## src/rtl/lock_pkg.sv

```systemverilog
// Shared types and constants for the keypad lock session controller.
package lock_pkg;

  localparam int unsigned TIMER_W = 24;

  localparam logic [3:0] KEY_CANCEL = 4'hA;
  localparam logic [3:0] KEY_LOCK   = 4'hB;

  typedef enum logic [2:0] {
    ST_IDLE,
    ST_ENTRY,
    ST_CHECK,
    ST_OPEN,
    ST_LOCKOUT
  } state_t;

  function automatic logic is_digit(input logic [3:0] k);
    return k <= 4'd9;
  endfunction

endpackage

```

## src/rtl/lock_timer.sv

```systemverilog
// Loadable down-counter; expired pulses so the owner acts exactly N cycles after a load of N.
module lock_timer
  import lock_pkg::*;
(
  input  logic               clk,
  input  logic               rst,
  input  logic               load,
  input  logic [TIMER_W-1:0] load_val,
  output logic               expired
);

  logic [TIMER_W-1:0] cnt;

  // Loading N-1 with a registered pulse on the 1->0 step lands the pulse
  // in the cycle before edge N, so the FSM reacts on edge N itself.
  always_ff @(posedge clk or posedge rst) begin
    if (rst) begin
      cnt     <= '0;
      expired <= 1'b0;
    end else if (load) begin
      cnt     <= load_val - TIMER_W'(1);
      expired <= 1'b0;
    end else if (cnt != '0) begin
      cnt     <= cnt - TIMER_W'(1);
      expired <= (cnt == TIMER_W'(1));
    end else begin
      expired <= 1'b0;
    end
  end

endmodule

```

## src/rtl/lock_sequencer.sv

```systemverilog
// Keypad lock session controller: frames digit entry, forwards digits to the
// matcher, and sequences unlock window, inter-key timeout and failure lockout.
module lock_sequencer
  import lock_pkg::*;
#(
  parameter int unsigned DIGITS      = 4,
  parameter int unsigned MAX_FAILS   = 3,
  parameter int unsigned TIMEOUT_CYC = 1000,
  parameter int unsigned UNLOCK_CYC  = 2000,
  parameter int unsigned LOCKOUT_CYC = 5000
) (
  input  logic       clk,
  input  logic       rst,
  input  logic [3:0] key_val,
  input  logic       key_valid,
  output logic [3:0] m_key_val,
  output logic       m_key_valid,
  output logic       m_clear,
  input  logic       m_result_valid,
  input  logic       m_match,
  output logic       unlocked,
  output logic       locked_out,
  output logic       busy,
  output logic [2:0] fail_count
);

  localparam logic [TIMER_W-1:0] TMO_LD   = TIMER_W'(TIMEOUT_CYC);
  localparam logic [TIMER_W-1:0] UNL_LD   = TIMER_W'(UNLOCK_CYC);
  localparam logic [TIMER_W-1:0] LCK_LD   = TIMER_W'(LOCKOUT_CYC);
  localparam logic [3:0]         DIG_LAST = 4'(DIGITS - 1);
  localparam logic [2:0]         FAIL_MAX = 3'(MAX_FAILS);

  state_t             state;
  logic [3:0]         dig_cnt;
  logic               tmr_load;
  logic [TIMER_W-1:0] tmr_val;
  logic               tmr_exp;

  logic       key_digit;
  logic       key_cancel;
  logic       key_lock;
  logic       verdict_ok;
  logic       verdict_bad;
  logic [2:0] fail_next;
  logic       lockout_next;

  assign key_digit  = key_valid && is_digit(key_val);
  assign key_cancel = key_valid && (key_val == KEY_CANCEL);
  assign key_lock   = key_valid && (key_val == KEY_LOCK);

  // A verdict on the expiry cycle takes priority over the timeout.
  assign verdict_ok   = m_result_valid && m_match;
  assign verdict_bad  = (m_result_valid && !m_match) || (!m_result_valid && tmr_exp);
  assign fail_next    = (fail_count >= FAIL_MAX) ? fail_count : fail_count + 3'd1;
  assign lockout_next = (fail_next == FAIL_MAX);

  always_comb begin
    tmr_load = 1'b0;
    tmr_val  = TMO_LD;
    case (state)
      ST_IDLE, ST_ENTRY: begin
        if (key_digit) tmr_load = 1'b1;
      end
      ST_CHECK: begin
        if (verdict_ok) begin
          tmr_load = 1'b1;
          tmr_val  = UNL_LD;
        end else if (verdict_bad && lockout_next) begin
          tmr_load = 1'b1;
          tmr_val  = LCK_LD;
        end
      end
      default: ;
    endcase
  end

  lock_timer u_timer (
    .clk      (clk),
    .rst      (rst),
    .load     (tmr_load),
    .load_val (tmr_val),
    .expired  (tmr_exp)
  );

  // Status outputs change only on transitions, so each one is updated in the
  // branch that leaves or enters the state it decodes.
  always_ff @(posedge clk or posedge rst) begin
    if (rst) begin
      state       <= ST_IDLE;
      dig_cnt     <= '0;
      m_key_val   <= '0;
      m_key_valid <= 1'b0;
      m_clear     <= 1'b0;
      unlocked    <= 1'b0;
      locked_out  <= 1'b0;
      busy        <= 1'b0;
      fail_count  <= '0;
    end else begin
      m_key_valid <= 1'b0;
      m_clear     <= 1'b0;
      case (state)
        ST_IDLE: begin
          if (key_digit) begin
            m_key_val   <= key_val;
            m_key_valid <= 1'b1;
            dig_cnt     <= 4'd1;
            busy        <= 1'b1;
            state       <= ST_ENTRY;
          end
        end
        ST_ENTRY: begin
          if (key_digit) begin
            m_key_val   <= key_val;
            m_key_valid <= 1'b1;
            dig_cnt     <= dig_cnt + 4'd1;
            if (dig_cnt == DIG_LAST) state <= ST_CHECK;
          end else if (key_cancel || tmr_exp) begin
            m_clear <= 1'b1;
            busy    <= 1'b0;
            state   <= ST_IDLE;
          end
        end
        ST_CHECK: begin
          if (verdict_ok) begin
            fail_count <= '0;
            busy       <= 1'b0;
            unlocked   <= 1'b1;
            state      <= ST_OPEN;
          end else if (verdict_bad) begin
            fail_count <= fail_next;
            m_clear    <= 1'b1;
            busy       <= 1'b0;
            if (lockout_next) begin
              locked_out <= 1'b1;
              state      <= ST_LOCKOUT;
            end else begin
              state <= ST_IDLE;
            end
          end
        end
        ST_OPEN: begin
          if (tmr_exp || key_lock) begin
            unlocked <= 1'b0;
            state    <= ST_IDLE;
          end
        end
        ST_LOCKOUT: begin
          if (tmr_exp) begin
            fail_count <= '0;
            locked_out <= 1'b0;
            state      <= ST_IDLE;
          end
        end
        default: begin
          busy       <= 1'b0;
          unlocked   <= 1'b0;
          locked_out <= 1'b0;
          state      <= ST_IDLE;
        end
      endcase
    end
  end

endmodule

```

## config.mk

```make
export PLATFORM = sky130hd
export DESIGN_NAME = lock_sequencer
export DESIGN_NICKNAME = d
export VERILOG_FILES = /design/src/rtl/lock_pkg.sv /design/src/rtl/lock_timer.sv /design/src/rtl/lock_sequencer.sv
export SDC_FILE = /design/constraint.sdc
export NUM_CORES = 1
export LEC_CHECK = 0
export ABC_CLOCK_PERIOD_IN_PS = 3370
export CAP_MARGIN = 10
export CORE_MARGIN = 8
export CORE_UTILIZATION = 60
export CTS_CLUSTER_SIZE = 8
export DETAILED_ROUTE_END_ITERATION = 8
export PLACE_DENSITY = 0.79
export SYNTH_ARGS = -nofsm -noshare
export SYNTH_HDL_FRONTEND = slang
export SYNTH_HIERARCHICAL = 1
export SYNTH_SLANG_ARGS = --single-unit
```

## constraint.sdc

```tcl
create_clock -name clk -period 3.37 [get_ports clk]
set_input_delay 0.337 -clock clk [delete_from_list [all_inputs] [get_ports clk]]
set_output_delay 0.337 -clock clk [all_outputs]
set_load 0.02 [all_outputs]
```

==> results.yml, run 1 <==
global_routing:
  antenna_found_initial: 0
  grt_pass1_vias: 2548
  grt_usage: 0.202
  grt_max_degree: 26
  grt_pass1_wl_microns: 12500
  grt_overflow: 0
pwr:
  p_int_w: 0.00160
  p_comb_frac: 0.458
  p_sw_frac: 0.418
  pwr-share-clk: 0.148
  irDropWorstVdd_v: 0.000543
  power_density_mw_per_mm2: 735
  p_sw_w: 0.00114
  seqPwrFrac: 0.393
  power.leakage_nw: 1.51
logic_synthesis:
  synthAdderAreaFrac: 0.0280
  syn-cell-area_sq_mm: 0.00313
  yosysUniqueCellTypes: 78
  seq_area_frac_synth: 0.352
  synth-xor-area-share: 0.0867
  synth_area_leaders: "dfrtp_1, xnor2_1, nor3_1"
  synth_top_cell_area_share: 0.352
  ys_ff_latch: 44
  syn_area_per_cell_sq_um: 9.55
  synth_edf_count: 0
  synth_most_common_cell: "dfrtp_1"
  synthTopCellsByCount: "dfrtp_1, xnor2_1, nor2_1, nor3_1, nand2_1"
  synth-warning-count: 6
  async_flop_share: 1.00
  ys.flop_type: "dfrtp_1"
  syn_inst: 328
  synthMuxAreaShare: 0.0244
  synth_top_area_cell: "dfrtp_1"
  synthSimpleGateAreaFrac: 0.292
  synth_top_family_by_area: "simple AND/OR/NAND/NOR gates"
  synth_compound_area_frac: 0.177
sta:
  rsz0062_at_grt: "no"
  hold_viol_final: 0
  slew_violations: 0
  setup_tns_ns: 0
  final.min_clock_period_ns: 2.89
  tightest_slew_ns: 0.963
  setup_viol: 0
  max_freq_mhz: 346
  finalCritPeriodShare: 0.859
  max_slew_margin: 0.358
  skew_ns: 0.0103
final_layout:
  insertedDiodeCount: 0
  areaGrowthSynthToFinish_pct: 19.1
  final_area_sq_mm: 0.00373
  stdcell_count: 476
  drive_above_1_share: 0.118
  nets: 421
clocking:
  cts_sinks: 44
  cts_tree: "built"
  postCtsHoldBufs: 0
  htreeDepth: 2
  cts-buffers-inserted: 5
  ctsResizeCount: 0
  cts_root_buf: "clkbuf_8"
  clock_latency_ns: 0.30
  clock_path_buffers: 2
  postCtsSetupRepairBufs: 0
  clkTransAtPathRegs_ns: 0.09
critical_path:
  critPathMaxStageDelay_ns: 0.46
  cp.buffers_inverters: 1
  r2r_cells: 10
  path_max_fanout: 7
  crit_slowest_cell: "a2111o_1"
  crit_arrival_ns: 3.12
  r2r-end: "u_timer/cnt[6]"
  cp-start-kind: "flip-flop"
  end_kind: "flip-flop"
  worst-path-stages: 10
  crit_type: "reg2reg"
  rrSetupSlack_ns: 0.48
  cp.required_ns: 3.59
  rr_startpoint: "fail_count[0]"
  path_cells: "ha_1 -> ha_1 -> nand4bb_1 -> a2111o_1 -> inv_2 -> nor2_1 -> nor4_4 -> nand2_1 -> xor2_1 -> a22oi_1"
  cp_top_family: "simple AND/OR/NAND/NOR gates"
  crit_top_cell: "ha_1"
detailed_routing:
  drc: 0
  first_pass_iters: 4
  drt_iter0_drc: 202
  wl_per_cell_microns: 15.4
  viasPerCell: 5.74
  totalWireLength_microns: 7330
  vias: 2732
  antenna_left: 0
floorplan:
  core_area_sq_mm: 0.00507
  initial_core_util: 0.617
  row_count: 26
  die_w_microns: 88.2
  dieArea_sq_mm: 0.00779
  die-height_microns: 88.2
  pin_count: 21
placement:
  dp_hpwl_microns: 5510
  dpl_cell_area_sq_mm: 0.00362
  dpl.cell_count: 468
  portBuffers: 20
  gp_congestion: 0.867
run:
  maxCapViolCount: 0
outcome:
  status: "finished, final reports clean"
min_path:
  hold_path_class: "in2async"
[power by group through the flow]
stage | logic, W | registers [W] | clock network (W)
floorplan | 0.000862 | 0.00106 | 0
global placement | 0.00120 | 0.00106 | 0
detailed placement | 0.00124 | 0.00108 | 0
CTS | 0.00125 | 0.00107 | 0.000416
global route | 0.00137 | 0.00112 | 0.000434
finish | 0.00126 | 0.00108 | 0.000406
[worst reg2reg max path: cells and delay by family, from the launching register on]
kind	cells	cell delay (ns)
adders and majority gates	2	0.46
and+or+nand+nor	4	1.00
xor gates and xnor gates	1	0.20
buffers and inverters	1	0.11
AOI/OAI and AO/OA	2	0.60
DFF	1	0.45
[routing by layer]
layer / track usage / routed length (microns)
met4: 0.0538 / 75
met5: 0 / 0
met3: 0.0306 / 239
met2: 0.317 / 3510
met1: 0.282 / 3500
[layout make-up]
| type | instances | area (sq um) |
|---|---|---|
| clock inverter | 2 | 35.0 |
| timing repair buffer | 28 | 260 |
| inverter | 16 | 60.1 |
| fill | 399 | 1350 |
| tap | 70 | 87.6 |
| multi-input combinational | 310 | 2110 |
| clock buffer | 6 | 72.6 |
| sequential | 44 | 1100 |
[sequential cells by signal, indices dropped and copies added (netlist names)]
| signal | flops |
|---|---|
| state | 3 |
| m_clear | 1 |
| fail_count | 3 |
| m_key_val | 4 |
| locked_out | 1 |
| dig_cnt | 4 |
| m_key_valid | 1 |
| u_timer/cnt | 24 |
| unlocked | 1 |
| busy | 1 |
| u_timer/expired | 1 |
[how the worst max path moves through the flow]
stage,startpoint,endpoint
floorplan,fail_count[0],u_timer/cnt[7]
CTS,fail_count[0],u_timer/cnt[6]
global route,fail_count[0],u_timer/cnt[6]
detailed placement,fail_count[0],u_timer/cnt[6]
finish,fail_count[0],u_timer/cnt[6]
global placement,fail_count[0],u_timer/cnt[6]
[per-stage QoR]
stage          hold slack [ns]  utilization  setup WS (ns)  power [W]
2_1_floorplan            0.288            -          0.476    0.00192
3_3_place_gp             0.479        0.714          0.592    0.00226
3_5_place_dp             0.487        0.714          0.521    0.00232
4_1_cts                  0.507        0.735          0.492    0.00274
5_1_grt                  0.531        0.735          0.277    0.00293
6_report                 0.498        0.735          0.476    0.00274
[layout by cell type (no fill, tap or decap), types with 4 or more instances in the layout]
| cell | instances |
|---|---|
| a21oi_1 | 11 |
| buf_4 | 8 |
| clkbuf_8 | 5 |
| clkdlybuf4s50_1 | 20 |
| conb_1 | 55 |
| dfrtp_1 | 44 |
| ha_1 | 7 |
| inv_1 | 14 |
| mux2_2 | 5 |
| nand2_1 | 17 |
| nand3_1 | 10 |
| nand4_1 | 4 |
| nor2_1 | 19 |
| nor3_1 | 19 |
| nor4_1 | 7 |
| nor4_2 | 4 |
| o21ai_0 | 7 |
| o22ai_1 | 9 |
| o31ai_1 | 4 |
| or3_1 | 11 |
| xnor2_1 | 22 |
| xor2_1 | 9 |
[logic make-up after synthesis]
group / after synthesis
xor+xnor: 31
buf+inv: 27
other cells: 2
flops: 44
simple gates: 135
compound gates: 75
mux: 7
fa+ha+maj: 7
Note: power is estimated with default switching activity, not from simulation.
==> run 2, diff against run 1 <==
--- a/config.mk
+++ b/config.mk
@@ -11,7 +11,9 @@
 export CORE_UTILIZATION = 60
 export CTS_CLUSTER_SIZE = 8
 export DETAILED_ROUTE_END_ITERATION = 8
+export GPL_TIMING_DRIVEN = 0
 export PLACE_DENSITY = 0.79
+export RECOVER_POWER = 100
 export SYNTH_ARGS = -nofsm -noshare
 export SYNTH_HDL_FRONTEND = slang
 export SYNTH_HIERARCHICAL = 1
==> run 2 against run 1 <==
Effect of this change:
- worst hold slack got worse by 0.036 ns
- design area decreased by 0.81%
- global-route usage increased by 0.61 points
- clock skew decreased by 0.0079 ns
- via count decreased by 1.2%
- combinational power about the same
- largest power group unchanged
- highest routed layer unchanged
==> results.yml, run 2 (synthesis gave the netlist of run 1 again) <==
outcome:
  status: "finished, final reports clean"
final_layout:
  drive_above_1_share: 0.115
  insertedDiodeCount: 0
  largest_reg_flops: 24
  final_cell_mix: "conb_1, dfrtp_1, xnor2_1"
  final_core_util: 0.729
  stdcell_count: 478
  max_flop_register: "u_timer/cnt"
  fill_cells: 405
  mostFrequentLayoutCell: "conb_1"
  areaGrowthSynthToFinish_pct: 18.1
  nets: 423
  final_area_sq_mm: 0.00370
  largest_registers: "u_timer/cnt x24, dig_cnt x4, m_key_val x4"
clocking:
  cts_root_buf: "clkbuf_8"
  clock_latency_ns: 0.30
  clkTransAtPathRegs_ns: 0.08
  cts_tree: "built"
  postCtsHoldBufs: 0
  htreeDepth: 2
  clock_path_buffers: 2
  cts-buffers-inserted: 5
  cts_sinks: 44
detailed_routing:
  wl_per_cell_microns: 15.3
  drt_iter0_drc: 154
  totalWireLength_microns: 7290
  antenna_left: 0
  drc: 0
  vias: 2700
  first_pass_iters: 4
  viasPerCell: 5.65
floorplan:
  core_area_sq_mm: 0.00507
  initial_core_util: 0.617
  pin_count: 21
  die_w_microns: 88.2
  row_count: 26
  die-height_microns: 88.2
  dieArea_sq_mm: 0.00779
sta:
  timing.hold.ws_ns: 0.462
  fin_ws_ns: 0.214
  final.min_clock_period_ns: 3.16
  max_slew_margin: 0.350
  slew_violations: 0
  finalCritPeriodShare: 0.937
  skew_ns: 0.00242
  hold_viol_final: 0
  max_freq_mhz: 317
  tightest_slew_ns: 0.975
  setup_viol: 0
  rsz0062_at_grt: "no"
pwr:
  power_density_mw_per_mm2: 712
  power.leakage_nw: 1.50
  irDropWorstVdd_v: 0.000421
global_routing:
  grt_overflow: 0
  grt_pass1_wl_microns: 12700
  grt_pass1_vias: 2622
  antenna_found_initial: 0
  grt_max_degree: 26
  grt_usage: 0.208
critical_path:
  rrSetupSlack_ns: 0.21
  crit_type: "reg2reg"
  cp.required_ns: 3.55
  cp-start-kind: "flip-flop"
  critPathMaxStageDelay_ns: 0.59
  crit_slowest_cell: "a2111o_1"
  cp.buffers_inverters: 1
  crit_top_cell: "ha_1"
  path_max_fanout: 7
  cp_top_family: "simple AND/OR/NAND/NOR gates"
  crit_arrival_ns: 3.34
  path_cells: "ha_1 -> ha_1 -> nand4bb_1 -> a2111o_1 -> inv_2 -> nor2_1 -> or4_1 -> nor3_1 -> xor2_1 -> nand2_1 -> o21ai_1"
  end_kind: "flip-flop"
placement:
  dpl.cell_count: 470
  dpl_cell_area_sq_mm: 0.00361
  gp_congestion: 0.887
  portBuffers: 19
  place_ws_ns: -0.105
  dp_hpwl_microns: 5520
run:
  maxCapViolCount: 0
min_path:
  hold_path_class: "in2reg"
[run 2: cell count changes in the layout (fill, tap and decap cells not counted), sizes merged]
| cell | change |
|---|---|
| clkdlybuf4s50 | -15 |
| dlygate4sd3 | +14 |
| clkbuf | +8 |
| buf | -3 |
| clkinv | -2 |
| bufinv | -1 |
| clkinvlp | +1 |
[run 2: routing by layer]
| layer | routed length (microns) | part of all wire | track usage | vias to the layer above |
|---|---|---|---|---|
| met3 | 462 | 0.063 | 0.0381 | 11 |
| li1 | - | - | - | 1349 |
| met5 | 0 | 0 | 0 | - |
| met2 | 3430 | 0.47 | 0.337 | 82 |
| met1 | 3260 | 0.45 | 0.276 | 1258 |
| met4 | 136 | 0.019 | 0.0599 | 0 |
[run 2: final cells by class]
type	instances	area [sq um]	area share
Clock buffer	8	90.1	0.0243
Timing Repair Buffer	19	190	0.0514
Tap cell	70	87.6	0.0237
Inverter	16	63.8	0.0172
Buffer	11	56.3	0.0152
Multi-Input combinational cell	310	2110	0.571
Sequential cell	44	1100	0.298
[run 2: worst register-to-register path: cells and delay by family (launching register included)]
kind | cells | cell delay [ns]
DFF | 1 | 0.45
buffers and inverters | 1 | 0.16
adders and majority gates | 2 | 0.44
and+or+nand+nor | 5 | 1.24
AOI/OAI and AO/OA | 2 | 0.66
xor gates and xnor gates | 1 | 0.09
[run 2: final timing paths]
path	endpoint	cells after the start	startpoint
max	u_timer/cnt[7]	11	fail_count[0]
min	state[1]	3	key_valid
max reg2reg	u_timer/cnt[7]	11	fail_count[0]
min reg2reg	m_key_val[2]	1	m_key_val[2]
max in group asynchronous	u_timer/cnt[16]	2	rst
min in group asynchronous	m_key_val[1]	2	rst
[run 2: report_power, final]
part           internal (W)  total (W)  switching, W
combinational      0.000574    0.00125      0.000678
clock              0.000167   0.000345      0.000178
sequential         0.000766    0.00104      0.000273
[run 2: through the flow]
step	total power, W	setup TNS (ns)
3_3_place_gp	0.00225	-0.00877
6_report	0.00264	0
3_5_place_dp	0.00231	-0.419
4_1_cts	0.00266	0
2_1_floorplan	0.00192	0
5_1_grt	0.00284	0
[run 2: what timing repair did]
action	in CTS	in global routing
setup buffers	0	0
gates resized for setup	1	4
endpoints found under the setup margin	2	6
==> run 3, diff against run 2 <==
--- a/config.mk
+++ b/config.mk
@@ -12,6 +12,7 @@
 export CTS_CLUSTER_SIZE = 8
 export DETAILED_ROUTE_END_ITERATION = 8
 export GPL_TIMING_DRIVEN = 0
+export HOLD_SLACK_MARGIN = 0.06
 export PLACE_DENSITY = 0.79
 export RECOVER_POWER = 100
 export SYNTH_ARGS = -nofsm -noshare
==> results of run 3 <==
Final layout, timing and power as in run 2 (identical DEF).
